$ cat config.mk
export PLATFORM = sky130hd
export DESIGN_NAME = min_uint8_stream
export DESIGN_NICKNAME = d
export VERILOG_FILES = /design/src/rtl/min_uint8_stream.sv
export SDC_FILE = /design/constraint.sdc
export NUM_CORES = 1
export LEC_CHECK = 0
export BUFFER_PORTS_ARGS = -buffer_cell sky130_fd_sc_hd__buf_2
export CAP_MARGIN = 10
export CORE_MARGIN = 3
export CORE_UTILIZATION = 35
export CTS_CLUSTER_SIZE = 28
export DETAILED_ROUTE_END_ITERATION = 7
export GPL_ROUTABILITY_DRIVEN = 0
export PLACE_DENSITY = 0.66
export SLEW_MARGIN = 0
export SYNTH_ARGS = -nofsm -noshare
export SYNTH_HDL_FRONTEND = slang
export SYNTH_SLANG_ARGS = --single-unit
$ cat constraint.sdc
create_clock -name clk -period 3.2 [get_ports clk]
set_input_delay 0.16 -clock clk [delete_from_list [all_inputs] [get_ports clk]]
set_output_delay 0.16 -clock clk [all_outputs]
set_load 0.005 [all_outputs]
$ cat src/rtl/min_uint8_stream.sv
// Streaming packet minimum: min (and optionally argmin) of each in_last-terminated packet.
// Optional argmin output/index tracking enabled by `define MIN_UINT8_STREAM_ARGMIN_EN.

module lt_uint_nbit #(
    parameter int WIDTH     = 8,
    parameter int IMPL_TYPE = 0
) (
    input  logic [WIDTH-1:0] a,
    input  logic [WIDTH-1:0] b,
    output logic             y
);
    generate
        if (IMPL_TYPE == 0) begin : g_direct
            assign y = (a < b);
        end else begin : g_ripple
            // Scan LSB->MSB; the most significant differing bit overwrites the earlier ones.
            always_comb begin
                y = 1'b0;
                for (int i = 0; i < WIDTH; i++) begin
                    if (a[i] != b[i]) y = b[i];
                end
            end
        end
    endgenerate
endmodule

module min_uint8_stream #(
    parameter int WIDTH     = 8,
    parameter int IMPL_TYPE = 0,
    parameter int IDX_W     = 8
) (
    input  logic             clk,
    input  logic             rst_n,
    input  logic             in_valid,
    output logic             in_ready,
    input  logic [WIDTH-1:0] in_data,
    input  logic             in_last,
    output logic             out_valid,
    input  logic             out_ready,
    output logic [WIDTH-1:0] out_min
`ifdef MIN_UINT8_STREAM_ARGMIN_EN
    ,
    output logic [IDX_W-1:0] out_idx
`endif
);

    typedef enum logic [1:0] {
        S_FIRST = 2'd0,
        S_ACC   = 2'd1,
        S_OUT   = 2'd2
    } state_t;

    state_t           state_q, state_d;
    logic [WIDTH-1:0] min_q, min_d;
    logic [WIDTH-1:0] out_min_q, out_min_d;
    logic             accept;
    logic             lt_y;

    lt_uint_nbit #(
        .WIDTH    (WIDTH),
        .IMPL_TYPE(IMPL_TYPE)
    ) u_lt (
        .a(in_data),
        .b(min_q),
        .y(lt_y)
    );

    assign in_ready  = (state_q != S_OUT);
    assign out_valid = (state_q == S_OUT);
    assign out_min   = out_min_q;
    assign accept    = in_valid && in_ready;

`ifdef MIN_UINT8_STREAM_ARGMIN_EN
    logic [IDX_W-1:0] idx_q, idx_d;
    logic [IDX_W-1:0] count_q, count_d;
    logic [IDX_W-1:0] out_idx_q, out_idx_d;

    assign out_idx = out_idx_q;
`endif

    // NOTE: every always_comb target gets its default first, so no path can infer a latch.
    always_comb begin
        state_d   = state_q;
        min_d     = min_q;
        out_min_d = out_min_q;
`ifdef MIN_UINT8_STREAM_ARGMIN_EN
        idx_d     = idx_q;
        count_d   = count_q;
        out_idx_d = out_idx_q;
`endif
        case (state_q)
            S_FIRST: begin
                if (accept) begin
                    min_d = in_data;
`ifdef MIN_UINT8_STREAM_ARGMIN_EN
                    idx_d   = '0;
                    count_d = IDX_W'(1);
`endif
                    if (in_last) begin
                        state_d   = S_OUT;
                        out_min_d = in_data;
`ifdef MIN_UINT8_STREAM_ARGMIN_EN
                        out_idx_d = '0;
`endif
                    end else begin
                        state_d = S_ACC;
                    end
                end
            end
            S_ACC: begin
                if (accept) begin
                    // Strict less-than: equal values keep the earlier position.
                    if (lt_y) min_d = in_data;
`ifdef MIN_UINT8_STREAM_ARGMIN_EN
                    if (lt_y) idx_d = count_q;
                    count_d = count_q + 1'b1;
`endif
                    if (in_last) begin
                        state_d   = S_OUT;
                        out_min_d = lt_y ? in_data : min_q;
`ifdef MIN_UINT8_STREAM_ARGMIN_EN
                        out_idx_d = lt_y ? count_q : idx_q;
`endif
                    end
                end
            end
            S_OUT: begin
                if (out_ready) state_d = S_FIRST;
            end
            default: state_d = S_FIRST;
        endcase
    end

    // NOTE: sequential state uses non-blocking assignments so all flops update together.
    always_ff @(posedge clk or negedge rst_n) begin
        if (!rst_n) begin
            state_q   <= S_FIRST;
            min_q     <= '0;
            out_min_q <= '0;
        end else begin
            state_q   <= state_d;
            min_q     <= min_d;
            out_min_q <= out_min_d;
        end
    end

`ifdef MIN_UINT8_STREAM_ARGMIN_EN
    always_ff @(posedge clk or negedge rst_n) begin
        if (!rst_n) begin
            idx_q     <= '0;
            count_q   <= '0;
            out_idx_q <= '0;
        end else begin
            idx_q     <= idx_d;
            count_q   <= count_d;
            out_idx_q <= out_idx_d;
        end
    end
`endif

endmodule
Yosys cells after proc, flatten, opt, wreduce, memory -nomap -nowiden
Cells that the tools add are included.
{ "totals": {"elab_cells": 33, "ff_bits": 18, "in_bits": 13, "out_inout_bits": 10} }
{ "classes": {"mux": 15, "eq_ne": 8, "reduce_logical": 6, "n_lt_le_gt_ge": 1} }
{ "ops": {"columns": ["op", "count"], "rows": [
  ["8-bit 2-to-1 mux", 7],
  ["8-bit one-hot mux with 2 select lines", 2],
  ["2-bit 2-to-1 mux", 5],
  ["2-bit inequality test (second input constant)", 5],
  ["8-bit less-than comparator", 1],
  ["2-bit one-hot mux with 3 select lines", 1],
  ["5-bit AND reduction", 1],
  ["4-bit AND reduction", 1],
  ["3-bit AND reduction", 1],
  ["2-bit by 1-bit equality test with 1-bit output (second input constant)", 1],
  ["2-bit equality test (second input constant)", 1],
  ["2-bit zero test", 1],
  ["2-bit by 1-bit inequality test with 1-bit output (second input constant)", 1],
  ["2-bit nonzero test", 1],
  ["1-bit logical AND", 1]
]} }

Logic depth before layout (Yosys ltp)
{ "depth": {"depth_word": 5, "ltp_mapped": 8, "depth_no_buf": 7} }

Modules after synthesis
Synthesis repeated with hierarchy kept, for this count alone.
{ "unflattened": {"hier_cells": 97, "area_unflattened_um2": 975.9} }
{ "modules_own_cells": {"columns": ["module", "cells_per_inst", "area_each_um2", "instances"], "rows": [
  ["min_uint8_stream", 72, 799.5, 1],
  ["lt_uint_nbit", 25, 176.4, 1]
]} }

Worst setup path before layout
Ideal clock, no wire load.
{ "synth_timing": {"kind": "register to register", "start": "reg min_q[1]", "end": "reg min_q[0]", "synth_period_minus_slack_ns": 2.212, "stages_incl_launch_ff": 8, "t_arrival_ns": 2.087, "slack_ns": 0.988, "cell_sequence": "dfrtp_1 -> inv_1 -> ha_1 -> a2111oi_4 -> nor4_2 -> or4b_1 -> buf_4 -> mux2_4"} }
{ "synth_between": {"elab_chain_cells": 4} }
{ "synth_rtl": {"columns": ["element", "line_no", "rtl"], "rows": [
  ["start, declared", "54", "logic [WIDTH-1:0] min_q, min_d;"],
  ["start signal, assigned", "142", "min_q <= min_d;"],
  ["8-bit less-than comparator", "14", "assign y = (a < b);"],
  ["8-bit 2-to-1 mux (2 in a row)", null, null],
  ["8-bit one-hot mux with 2 select lines", null, null]
]} }
Every way passes these cells. The select of a mux whose other input is x is not followed.
A chain may end at the register's enable or synchronous reset.

Worst setup path in the final report
{ "layout_timing": {"start": "reg min_q[5]", "end": "reg min_q[0]"} }
The elaborated chain is that of the path after synthesis.

==> qor.yml <==
status: "finished clean"
ys_ff_latch: 18
grt_max_degree: 19
cp.required_ns: 3.39
fmax_mhz: 391
tightest_slew_ns: 0.773
ant_nets: 0
worstPathArrival_ns: 2.74
grtUsageTotal: 0.129
multiInputGateArea_sq_um: 537
ios: 23
ys_warn_count: 0
htreeDepth: 1
cts_made_buffers: 3
drc: 0
grt_pass1_vias: 780
dr.pass1.iters: 4
cts_buffer_depth: 2
avgSynthCellArea_sq_um: 10.7
cts.sinks: 18
netlist_instances: 97
pwr_density_cell_nw_per_um2: 592
final_hold_viol_count: 0
ir_worst_vdd_uv: 396
nets: 141
n_fill_cell: 267
dp_cells: 146
insertion_delay_ns: 0.30
pre_cts_ws_ns: 0.654
syn_to_final_growth_pct: 17.0
dieHeight_microns: 60.4
post-route-period-util: 0.799
vias: 782
wl_microns: 2060
setup_ws_ns: 0.643
cellLeakagePower_nw: 0.597
startpoint_type: "flip-flop"
grt_antenna_before_repair: 0
timing.final.crit_period_ns: 2.56
num_rows: 19
utilization: 0.436
antennaDiodeCount: 0
clock-root-buffer: "clkbuf_4"
die_w_microns: 60.4
ys_types: 23
hold_class: "input pin to flip-flop"
dp.final_hpwl_microns: 1510
synth_seq_area_share: 0.435
slew_headroom: 0.481
drv_slew: 0
port_buffers: 22
total_power_uw: 718
dpl_cell_area_sq_um: 1170
regArea_sq_um: 450
fin_cells: 151
fin_hold_ws_ns: 0.0205
vias_per_cell: 5.18
design_area_sq_um: 1210
coreArea_sq_um: 2780
criticalPathCategory: "flip-flop to flip-flop"
cts_tree: "built"
grt_overflow: 0
cts_setup_buffers: 0
finalSetupViolCount: 0
tns_ns: 0
grt_pass1_wl_microns: 3480
drive_above_1_share: 0.300
syn_area_sq_um: 1040
wl_per_cell_microns: 13.6
drtIter0Drc: 16
path_clk_slew_ns: 0.11
worst_setup_path_end_kind: "flip-flop"
cp_max_fo: 10
die_area_sq_um: 3650
syn-num-nets: 117
start_util: 0.372
grt_setup_unrepaired: "no"
clock_skew_ns: 0.00485
cap_violations: 0
[synthesized netlist by cell type, drive strengths merged]
cell type  instances  area [sq um]
a2111oi            1          27.5
a211oi             1          7.51
a21o               1          7.51
a21oi              1          5.00
and3b              1          8.76
buf                1          7.51
clkbuf             3          11.3
dfrtp             18           450
ha                 7          87.6
inv                8          30.0
mux2               8           120
nand2             18          67.6
nand2b             2          12.5
nand3              1          5.00
nand3b             1          7.51
nor2               2          7.51
nor2b              1          6.26
nor4               1          12.5
o211ai            16           120
o21a               1          7.51
o21ai              2          10.0
or2                1          6.26
or4b               1          10.0
[path summary, 6_finish.rpt]
check                           start    endpoint  slack, ns  cells after the start
min in group asynchronous       rst_n  out_min[2]       0.31                      2
min reg2reg                out_min[5]  out_min[5]       0.50                      2
max                          min_q[5]    min_q[0]       0.64                      7
min                         out_ready  state_q[1]       0.02                      2
max reg2reg                  min_q[5]    min_q[0]       0.64                      7
max in group asynchronous       rst_n    min_q[5]       2.60                      2
[worst max-delay path, stage by stage, from the launching register on]
cell,delay (ns)
dfrtp_1,0.38
inv_1,0.05
ha_1,0.28
a21o_1,0.16
a21oi_1,0.13
o21ai_1,0.23
or4b_1,0.82
mux2_4,0.39
[per-layer routing]
| layer | GRT usage | share of wire |
|---|---|---|
| met1 | 0.166 | 0.47 |
| met2 | 0.213 | 0.45 |
| met4 | 0.0190 | 0.0068 |
| met3 | 0.0468 | 0.067 |
| met5 | 0 | 0 |
[layout make-up]
class                      count  share of cell area
sequential                    18               0.372
multi-input combinational     67               0.443
tap                           31              0.0320
inverter                       8              0.0248
clock buffer                   4              0.0299
timing repair buffer          23              0.0991
[repair_timing]
action / in CTS / in global routing
gates resized for setup: 0 / 0
hold buffers: 1 / 0
hold endpoints to repair: 18 / 0
[flip-flops by register name, summed over array words and instances, names as in the netlist]
| register | count |
|---|---|
| out_min | 8 |
| state_q | 2 |
| min_q | 8 |
[logic make-up (layout without fill, tap and decap cells)]
| logic type | count (synthesis) | in the layout | share of synthesized area |
|---|---|---|---|
| mux | 8 | 8 | 0.116 |
| compound gates | 23 | 23 | 0.179 |
| flops | 18 | 18 | 0.435 |
| fa+ha+maj | 7 | 7 | 0.0845 |
| simple gates | 29 | 29 | 0.139 |
| buf+inv | 12 | 35 | 0.0471 |
[power by group]
part | switching, mW | leakage, nW | internal (mW)
clock network | 0.0738 | 0.0210 | 0.0694
registers | 0.0401 | 0.218 | 0.288
logic | 0.117 | 0.358 | 0.131
total | 0.230 | 0.597 | 0.488
[placed cells by master, fill, tap and decap left out]
cell,count
buf_2,22
nand2_1,18
dfrtp_1,18
o211ai_1,16
inv_1,8
mux2_4,8
ha_1,7
clkbuf_4,3
nand2b_1,2
nor2_1,2
o21ai_1,2
nor2b_1,1
a2111oi_4,1
nand3_1,1
o21a_1,1
nor4_2,1
a21o_1,1
a21oi_1,1
or4b_1,1
nand3b_1,1
a211oi_1,1
or2_1,1
and3b_1,1
clkbuf_8,1
dlygate4sd3_1,1
No activity file was read; power rests on OpenSTA's default activity.
